<file path="src/rtl/i2s_pkg.sv">
`default_nettype none
// ============================================================================
// Module      : i2s_pkg
// Description : Shared constants, the stereo sample type and the frame builder
//               used by the I2S frame transmitter.
// Revision    : 1.0 - initial release
// ============================================================================
package i2s_pkg;

  localparam int FRAME_BITS  = 64;
  localparam int SLOT_BITS   = 32;
  localparam int SAMPLE_BITS = 16;
  localparam int LEFT_MSB_K  = 1;
  localparam int RIGHT_MSB_K = 33;

  typedef struct packed {
    logic signed [SAMPLE_BITS-1:0] left;
    logic signed [SAMPLE_BITS-1:0] right;
  } stereo_sample_t;

  // Frame image in transmit order (bit 63 goes out at k = 0). The leading
  // zero is the one-bit I2S delay, so each slot's MSB lands at k = 1 / 33.
  function automatic logic [FRAME_BITS-1:0] build_frame(input stereo_sample_t s);
    return {1'b0, s.left, {(SLOT_BITS-SAMPLE_BITS){1'b0}},
            s.right, {(SLOT_BITS-SAMPLE_BITS-1){1'b0}}};
  endfunction

endpackage
`default_nettype wire

</file>
<file path="src/rtl/i2s_frame_tx_if.sv">
`default_nettype none
// ============================================================================
// Module      : i2s_frame_tx_if
// Description : Stereo sample valid/ready bus into the I2S transmitter.
//               master : sample producer (mixer)  - drives left/right/valid
//               slave  : i2s_frame_tx             - drives in_ready
// Revision    : 1.0 - initial release
// ============================================================================
interface i2s_frame_tx_if;

  logic signed [15:0] left_in;
  logic signed [15:0] right_in;
  logic               in_valid;
  logic               in_ready;

  modport master (output left_in, output right_in, output in_valid, input in_ready);
  modport slave  (input left_in, input right_in, input in_valid, output in_ready);

endinterface
`default_nettype wire

</file>
<file path="src/rtl/sigma_delta_dac.sv">
`default_nettype none
// ============================================================================
// Module      : sigma_delta_dac
// Description : First-order sigma-delta modulator for one audio channel.
//               The pulse density of dac equals the offset-binary sample
//               divided by 65536.
// Ports       : clk     - audio clock
//               reset_n - asynchronous active-low reset
//               sample  - signed 16-bit sample (held for the whole frame)
//               dac     - 1-bit bitstream for the RC-filtered GPIO pin
// Revision    : 1.0 - initial release
// ============================================================================
module sigma_delta_dac (
  input  wire logic               clk,
  input  wire logic               reset_n,
  input  wire logic signed [15:0] sample,
  output logic                    dac
);

  logic [16:0] r_acc;
  logic [15:0] w_u;

  // Flipping the sign bit maps -32768..32767 onto 0..65535.
  assign w_u = sample ^ 16'h8000;

  // The carry out of the 16-bit accumulator is the output bit; it is dropped
  // before the next add so only the residue is carried forward.
  always_ff @(posedge clk or negedge reset_n) begin
    if (!reset_n) begin
      r_acc <= 17'd0;
    end else begin
      r_acc <= {1'b0, r_acc[15:0]} + {1'b0, w_u};
    end
  end

  assign dac = r_acc[16];

endmodule
`default_nettype wire

</file>
<file path="src/rtl/i2s_frame_tx.sv">
`default_nettype none
// ============================================================================
// Module      : i2s_frame_tx
// Description : Serializes a stereo pair into a 64-bit I2S frame (BCLK, LRCLK,
//               DATA) with bit clock derived fractionally from clk. One-deep
//               holding register on the input; underrun pulses when a frame
//               starts without a fresh pair (the previous pair is repeated).
// Macro       : I2S_SIGMA_DELTA_EN - adds per-channel sigma-delta bitstreams
//               on dac_l / dac_r; without it both outputs are tied low.
// Parameters  : CLK_RATE    - clk frequency in Hz
//               SAMPLE_RATE - frame rate in Hz (CLK_RATE >= 256*SAMPLE_RATE)
// Ports       : clk, reset_n        - clock, asynchronous active-low reset
//               bus (slave)         - left_in/right_in/in_valid/in_ready
//               i2s_bclk/lrclk/data - codec serial pins
//               underrun            - one-clk pulse on a frame with no new pair
//               dac_l, dac_r        - sigma-delta bitstreams
// Revision    : 1.0 - initial release
// ============================================================================
module i2s_frame_tx
  import i2s_pkg::*;
#(
  parameter int CLK_RATE    = 50000000,
  parameter int SAMPLE_RATE = 48000
) (
  input  wire logic      clk,
  input  wire logic      reset_n,
  i2s_frame_tx_if.slave  bus,
  output logic           i2s_bclk,
  output logic           i2s_lrclk,
  output logic           i2s_data,
  output logic           underrun,
  output logic           dac_l,
  output logic           dac_r
);

  // Two bclk edges per bit, 64 bits per frame: 128 ticks per frame.
  localparam logic [32:0] C_INC  = 33'(128 * SAMPLE_RATE);
  localparam logic [32:0] C_RATE = 33'(CLK_RATE);

  logic [31:0]             r_ph;
  logic                    r_bclk;
  logic [5:0]              r_k;
  logic [FRAME_BITS-1:0]   r_shift;
  logic                    r_data;
  logic                    r_lrclk;
  logic                    r_underrun;
  logic                    r_ready;
  stereo_sample_t          r_hold;
  stereo_sample_t          r_last;

  logic [32:0]             w_sum;
  logic [31:0]             w_wrap;
  logic                    w_tick;
  logic                    w_fall;
  logic                    w_load;
  logic [5:0]              w_k_next;
  logic                    w_accept;
  stereo_sample_t          w_src;
  logic [FRAME_BITS-1:0]   w_frame;

  // Phase accumulator: the 33-bit sum cannot overflow, and the wrapped value
  // is always below CLK_RATE so the low 32 bits are exact.
  assign w_sum    = {1'b0, r_ph} + C_INC;
  assign w_wrap   = w_sum[31:0] - C_RATE[31:0];
  assign w_tick   = (w_sum >= C_RATE);

  assign w_fall   = w_tick & r_bclk;
  assign w_load   = w_fall & (r_k == 6'(FRAME_BITS - 1));
  assign w_k_next = r_k + 6'd1;
  assign w_accept = bus.in_valid & r_ready;

  // An empty holding register means the previous pair is repeated.
  assign w_src    = r_ready ? r_last : r_hold;
  assign w_frame  = build_frame(w_src);

  always_ff @(posedge clk or negedge reset_n) begin
    if (!reset_n) begin
      r_ph       <= 32'd0;
      r_bclk     <= 1'b0;
      r_k        <= 6'(FRAME_BITS - 1);
      r_shift    <= '0;
      r_data     <= 1'b0;
      r_lrclk    <= 1'b1;
      r_underrun <= 1'b0;
      r_ready    <= 1'b1;
      r_hold     <= '0;
      r_last     <= '0;
    end else begin
      r_ph       <= w_tick ? w_wrap : w_sum[31:0];
      r_underrun <= 1'b0;

      if (w_tick) begin
        r_bclk <= ~r_bclk;
      end

      // Data, lrclk and k all advance together on the bclk falling edge.
      if (w_fall) begin
        r_k     <= w_k_next;
        r_lrclk <= w_k_next[5];
        if (w_load) begin
          r_data  <= w_frame[FRAME_BITS-1];
          r_shift <= {w_frame[FRAME_BITS-2:0], 1'b0};
          if (r_ready) begin
            r_underrun <= 1'b1;
          end else begin
            r_last <= r_hold;
          end
        end else begin
          r_data  <= r_shift[FRAME_BITS-1];
          r_shift <= {r_shift[FRAME_BITS-2:0], 1'b0};
        end
      end

      // Draining the register (needs it full) and accepting (needs it empty)
      // can never coincide, so a same-clk accept lands for the next frame.
      if (w_load && !r_ready) begin
        r_ready <= 1'b1;
      end
      if (w_accept) begin
        r_hold  <= {bus.left_in, bus.right_in};
        r_ready <= 1'b0;
      end
    end
  end

  assign i2s_bclk     = r_bclk;
  assign i2s_lrclk    = r_lrclk;
  assign i2s_data     = r_data;
  assign underrun     = r_underrun;
  assign bus.in_ready = r_ready;

`ifdef I2S_SIGMA_DELTA_EN
  sigma_delta_dac u_sd_l (
    .clk     (clk),
    .reset_n (reset_n),
    .sample  (r_last.left),
    .dac     (dac_l)
  );

  sigma_delta_dac u_sd_r (
    .clk     (clk),
    .reset_n (reset_n),
    .sample  (r_last.right),
    .dac     (dac_r)
  );
`else
  assign dac_l = 1'b0;
  assign dac_r = 1'b0;
`endif

endmodule
`default_nettype wire

</file>
<file path="src/flat_wrapper.sv">
// flat-port wrapper written by rule: the top's interface ports become plain ports
module i2s_frame_tx_flat import i2s_pkg::*;
#(
  parameter int CLK_RATE    = 50000000,
  parameter int SAMPLE_RATE = 48000
)
  (clk, reset_n, i2s_bclk, i2s_lrclk, i2s_data, underrun, dac_l, dac_r, bus_left_in, bus_right_in, bus_in_valid, bus_in_ready);
  i2s_frame_tx_if bus_i ();
  input  wire logic clk;
  input  wire logic reset_n;
  output logic i2s_bclk;
  output logic i2s_lrclk;
  output logic i2s_data;
  output logic underrun;
  output logic dac_l;
  output logic dac_r;
  input wire logic [$bits(bus_i.left_in)-1:0] bus_left_in;
  input wire logic [$bits(bus_i.right_in)-1:0] bus_right_in;
  input wire logic [$bits(bus_i.in_valid)-1:0] bus_in_valid;
  output wire logic [$bits(bus_i.in_ready)-1:0] bus_in_ready;
  assign bus_i.left_in = bus_left_in;
  assign bus_i.right_in = bus_right_in;
  assign bus_i.in_valid = bus_in_valid;
  assign bus_in_ready = bus_i.in_ready;
  i2s_frame_tx #(.CLK_RATE(CLK_RATE), .SAMPLE_RATE(SAMPLE_RATE)) u_core (.clk(clk), .reset_n(reset_n), .bus(bus_i), .i2s_bclk(i2s_bclk), .i2s_lrclk(i2s_lrclk), .i2s_data(i2s_data), .underrun(underrun), .dac_l(dac_l), .dac_r(dac_r));
endmodule
</file>
<file path="config.mk">
export PLATFORM = sky130hd
export DESIGN_NAME = i2s_frame_tx_flat
export DESIGN_NICKNAME = d
export VERILOG_FILES = /design/src/rtl/i2s_pkg.sv /design/src/rtl/i2s_frame_tx_if.sv /design/src/rtl/sigma_delta_dac.sv /design/src/rtl/i2s_frame_tx.sv /design/src/flat_wrapper.sv
export SDC_FILE = /design/constraint.sdc
export NUM_CORES = 1
export LEC_CHECK = 0
export BUFFER_PORTS_ARGS = -buffer_cell sky130_fd_sc_hd__buf_2
export CAP_MARGIN = 20
export CORE_MARGIN = 3
export CORE_UTILIZATION = 60
export CTS_CLUSTER_SIZE = 24
export DETAILED_ROUTE_END_ITERATION = 6
export GPL_TIMING_DRIVEN = 0
export PLACE_DENSITY = 0.9
export SLEW_MARGIN = 10
export SYNTH_ARGS = -nofsm -noshare
export SYNTH_HDL_FRONTEND = slang
export SYNTH_SLANG_ARGS = --single-unit
export TNS_END_PERCENT = 10
</file>
<file path="constraint.sdc">
create_clock -name clk -period 8.06 [get_ports clk]
set_input_delay 1.612 -clock clk [delete_from_list [all_inputs] [get_ports clk]]
set_output_delay 1.612 -clock clk [all_outputs]
set_load 0.05 [all_outputs]
</file>
; ---- Yosys cells after proc, flatten, opt, wreduce, memory -nomap -nowiden
; Index checks and enable logic that the tools add are counted.
[classes]
addsub = 3
n_reduce_logical = 4
n_eq_ne = 1
order_cmp = 1
n_mux = 9
bitwise_logic = 4
[ops]
columns = operator, count
row1 = 32-bit two-way mux, 2
row2 = 64-bit two-way mux, 1
row3 = "32-bit by 23-bit adder with 33-bit output, second input constant", 1
row4 = "33-bit by 26-bit greater-or-equal comparator with 1-bit output, second input constant", 1
row5 = "32-bit by 26-bit subtractor with 32-bit output, second input constant", 1
row6 = "6-bit by 1-bit adder with 6-bit output, second input constant", 1
row7 = "6-bit == test, second input constant", 1
row8 = 1-bit two-way mux, 6
row9 = 1-bit bitwise AND, 3
row10 = 2-bit AND reduction, 1
row11 = 2-bit nonzero test, 1
row12 = 1-bit logical AND, 1
row13 = 1-bit zero test, 1
row14 = 1-bit NOT, 1
[totals]
word_cells = 34
regBits = 171

; ---- Depth between registers and ports, before layout
[depth]
depth_word = 7
depth_mapped = 13

; ---- Least setup slack after synthesis
; OpenSTA, ideal clock, no wires.
[synth_path]
path_kind = register to register
start = register u_core.r_ph[14]
end = register u_core.r_last[11] (netlist bit)
path_stages_with_launch = 13
t_arrival_ps = 3249
setup_time_ps = 127
required_ps = 7933
slack_ps = 4684
cell_sequence = dfrtp_1 -> inv_1 -> ha_1 -> nand2b_4 -> a21bo_2 -> and3_1 -> a311o_1 -> or4_4 -> a211o_1 -> o211a_4 -> nand2_4 -> buf_12 -> mux2_1
[synth_between]
elab_chain_len = 5
[synth_rtl]
columns = element, line_no
row1 = start: declaration, i2s_frame_tx.sv:40  ; logic [31:0] r_ph;
row2 = start signal: assignment, i2s_frame_tx.sv:89  ; r_ph <= w_tick ? w_wrap : w_sum[31:0];
row3 = 32-bit by 23-bit adder with 33-bit output *, i2s_frame_tx.sv:63  ; assign w_sum = {1'b0, r_ph} + C_INC;
row4 = 33-bit by 26-bit greater-or-equal comparator with 1-bit output *, i2s_frame_tx.sv:65  ; assign w_tick = (w_sum >= C_RATE);
row5 = 1-bit bitwise AND *, i2s_frame_tx.sv:67  ; assign w_fall = w_tick & r_bclk;
row6 = 1-bit bitwise AND, i2s_frame_tx.sv:68  ; assign w_load = w_fall & (r_k == 6'(FRAME_BITS - 1));
row7 = 2-bit AND reduction (no source line) *, n/a
row8 = end signal: assignment, i2s_frame_tx.sv:106  ; r_last <= r_hold;
row9 = end: declaration, i2s_frame_tx.sv:49  ; stereo_sample_t r_last;
; Every way passes the cells marked *; elsewhere a longest branch is shown, timed or not.
; A chain may end at the register's enable or synchronous reset.

; ---- Worst setup path in the final report
; Ends and elaborated chain as after synthesis.

==> summary.md <==
| Metric | Value |
|---|---|
| Antenna violations before repair | 0 |
| CTS sink cnt | 147 |
| HP Class | reg -> reg |
| Synth Warn # | 0 |
| Root Driver | clkbuf_16 |
| Routed wire length | 15200 um |
| N_diodes | 0 |
| Hold Path Stages | 1 |
| Critical Path Stages | 12 |
| First-pass GRT wire length | 25800 um |
| Critical path endpoint category | flip-flop |
| WS Path Type | reg -> reg |
| # fillers | 742 |
| Post-Synthesis Cell Area | 0.00700 mm2 |
| Post-route insts no fill | 885 |
| Post-synth EDFFs | 0 |
| Final period util | 46.6% |
| Cell taking the most area after synthesis | dfrtp_1 |
| Power Dens Cells | 197 mW/mm2 |
| Cell variety after synth | 60 |
| Leakage | 0.00356 uW |
| Worst VDD drop | 0.156 mV |
| Die W | 114 um |
| Storage element area | 0.00369 mm2 |
| Worst hold slack | 0.471 ns |
| Final hold vios | 0 |
| Row count | 38 |
| Max Clock Freq | 267 MHz |
| Critical path fanouts, max | 10 |
| Cts bufs inserted | 17 |
| Clock Latency Late Sink | 0.43 ns |
| Slowest stage delay, CP | 0.51 ns |
| Post-Syn Area per Cell | 10.4 um2 |
| Dpl hpwl | 9920 um |
| WP data required | 8.36 ns |
| Status | finished clean |
| Die Ht | 114 um |
| # hold bufs at CTS | 0 |
| Crit-path leading delay family | compound AO/OA/AOI/OAI gates |
| CP Launch Type | flip-flop |
| Period minus WS final | 3.75 ns |
| Vias per cell | 5.96 |
| # port buffers | 39 |
| RePlAce Congestion | 0.843 |
| DR WL/cell | 17.1 um |
| CTS tree | built |
| DRT Pass-1 Iters | 5 |
| Max Transition Viols Final | 0 |
| Arrival @ worst endpoint | 4.05 ns |
| Global Route Usage Sum | 24.9% |
| Multi-input logic area | 0.00303 mm2 |
| Yosys top cell area share | 50.1% |
| Async SR Flop Fraction | 100% |
| Placed cell count | 853 |
| Reg clk slew, reported paths | 0.06 ns |
| Max-cap viol count | 0 |
| Most frequent cell after synthesis | dfrtp_1 |
| Residual DRC | 0 |
| Largest net degree at the start of global routing | 91 |
| Yosys reg bits | 147 |
| Nets | 771 |
| IO Pins | 42 |
| Via count | 5277 |
| Critical Path, Cell by Cell | inv_1, ha_1, nand2b_4, a21bo_2, and3_1, a311o_1, or4_4, a211o_1, o211a_4, nand2_4, buf_12, mux2_1 |
| Die area | 0.0130 mm2 |
| Critical path buffers and inverters | 2 |
| Worst Skew | 0.00857 ns |
| RSZ-0062 raised after global routing | false |
| Antenna viol nets, final | 0 |
| Sequential area share after synthesis | 52.7% |
| Starting density of the core | 62.9% |
| Predominant post-synthesis flop cell | dfrtp_1 |
| Largest cells by area after synthesis | dfrtp_1 50%, nand2_1 6.1%, mux2_2 6.0% |
| DR iter-0 viols | 313 |
| # Post-CTS Setup Buffers | 0 |
| Total negative slack | 0 ns |
| Share of cells above drive strength 1 | 21.6% |
| CTS Buffer Depth | 2 |
| Mapped Cells | 672 |
| List of most frequent post-synthesis cells | 140 x dfrtp_1, 113 x nand2_1, 60 x o21ai_0, 46 x nor2_1, 39 x a21oi_1 |
| PostCTS Resize Cnt | 0 |
| Finish-stage setup viols | 0 |
| Area Overhead vs Synth | 13.8% |
| Vias in the first global route | 5459 |
| Reg2Reg Depth | 12 |
| Max_slew headroom | 47.5% |
| Least-Margin Pin Slew | 0.788 ns |
| Slowest-stage cell, CP | or4_4 |
| Clock H-tree levels | 4 |
| Grt ovf | 0 |
| Core area | 0.0111 mm2 |
-- sequential cells by signal, summed over array words and instances (netlist names) --
| name | cells |
|---|---|
| u_core.bus.in_ready | 1 |
| u_core.i2s_bclk | 1 |
| u_core.i2s_data | 1 |
| u_core.i2s_lrclk | 1 |
| u_core.r_hold | 32 |
| u_core.r_k | 5 |
| u_core.r_last | 32 |
| u_core.r_ph | 25 |
| u_core.r_shift | 48 |
| u_core.underrun | 1 |
-- cells in the final DEF, fill, tap and decap left out, drive strengths merged, types with 3 or more instances in the layout --
| cell | synthesis | routed |
|---|---|---|
| o31a | 3 | 3 |
| nor3 | 8 | 8 |
| o211ai | 3 | 3 |
| inv | 8 | 8 |
| clkinv | 0 | 8 |
| nand2 | 114 | 114 |
| o21ai | 75 | 75 |
| xnor2 | 27 | 27 |
| o31ai | 4 | 4 |
| ha | 4 | 4 |
| clkbuf | 12 | 33 |
| nor2b | 5 | 5 |
| buf | 29 | 69 |
| mux2i | 33 | 33 |
| nand2b | 4 | 4 |
| nand3 | 14 | 14 |
| or4 | 3 | 3 |
| dfstp | 7 | 7 |
| a21oi | 40 | 40 |
| and3 | 4 | 4 |
| nand4 | 4 | 4 |
| nor2 | 46 | 46 |
| xor2 | 11 | 11 |
| dfrtp | 140 | 140 |
| nor4 | 3 | 3 |
| and2 | 3 | 3 |
| mux2 | 46 | 46 |
-- power by group --
| part | leakage [uW] | internal (uW) | switching, uW |
|---|---|---|---|
| sequential | 0.00196 | 757 | 12.2 |
| clock | 0.000278 | 444 | 297 |
| combinational | 0.00133 | 27.3 | 33.4 |
| total | 0.00356 | 1230 | 342 |
-- per-layer routing --
layer / global-route usage (%) / routed length, um
met5: 0 / 0
met4: 11.6 / 442
met2: 41.7 / 7740
met1: 30.5 / 6300
met3: 5.89 / 701
-- cells by family (layout without fill, tap and decap cells) --
| logic type | count (synthesis) | count (layout) | share of synthesized area, % |
|---|---|---|---|
| simple gates | 215 | 215 | 13.7 |
| flops | 147 | 147 | 52.7 |
| compound gates | 139 | 139 | 11.5 |
| mux | 79 | 79 | 12.6 |
| buf+inv | 49 | 121 | 4.04 |
| xor+xnor | 38 | 38 | 4.76 |
| fa+ha+maj | 4 | 4 | 0.715 |
| other cells | 1 | 2 | 0.0536 |
-- stage by stage --
step                      utilization [%]  power [uW]  instance area (um2)  worst slack [ns]
after floorplan                         -         808                 7000              4.68
after global placement               66.2         836                 7370              3.45
after detailed placement             66.5         843                 7400              4.36
after CTS                            71.5        1570                 7960              4.33
after global routing                 71.5        1620                 7960              4.14
final                                71.5        1570                 7960              4.31
-- area by class of cell --
type	count	share of cell area [%]
sequential	147	46.3
multi-input combinational	477	38.1
clock buffer	21	5.91
buffer	41	3.18
timing repair buffer	40	2.88
tap	140	2.20
clock inverter	11	1.07
inverter	8	0.377
-- final timing paths --
path	from	slack, ns	endpoint
setup / recovery	u_core.r_ph[14]	4.31	u_core.r_last[11]
hold / removal	u_core.r_ph[13]	0.47	u_core.r_ph[13]
setup reg to reg	u_core.r_ph[14]	4.31	u_core.r_last[11]
hold reg to reg	u_core.r_ph[13]	0.47	u_core.r_ph[13]
max in group asynchronous	reset_n	6.09	u_core.i2s_lrclk
min in group asynchronous	reset_n	1.15	u_core.r_hold[21]
No activity file was read; power rests on OpenSTA's default activity.
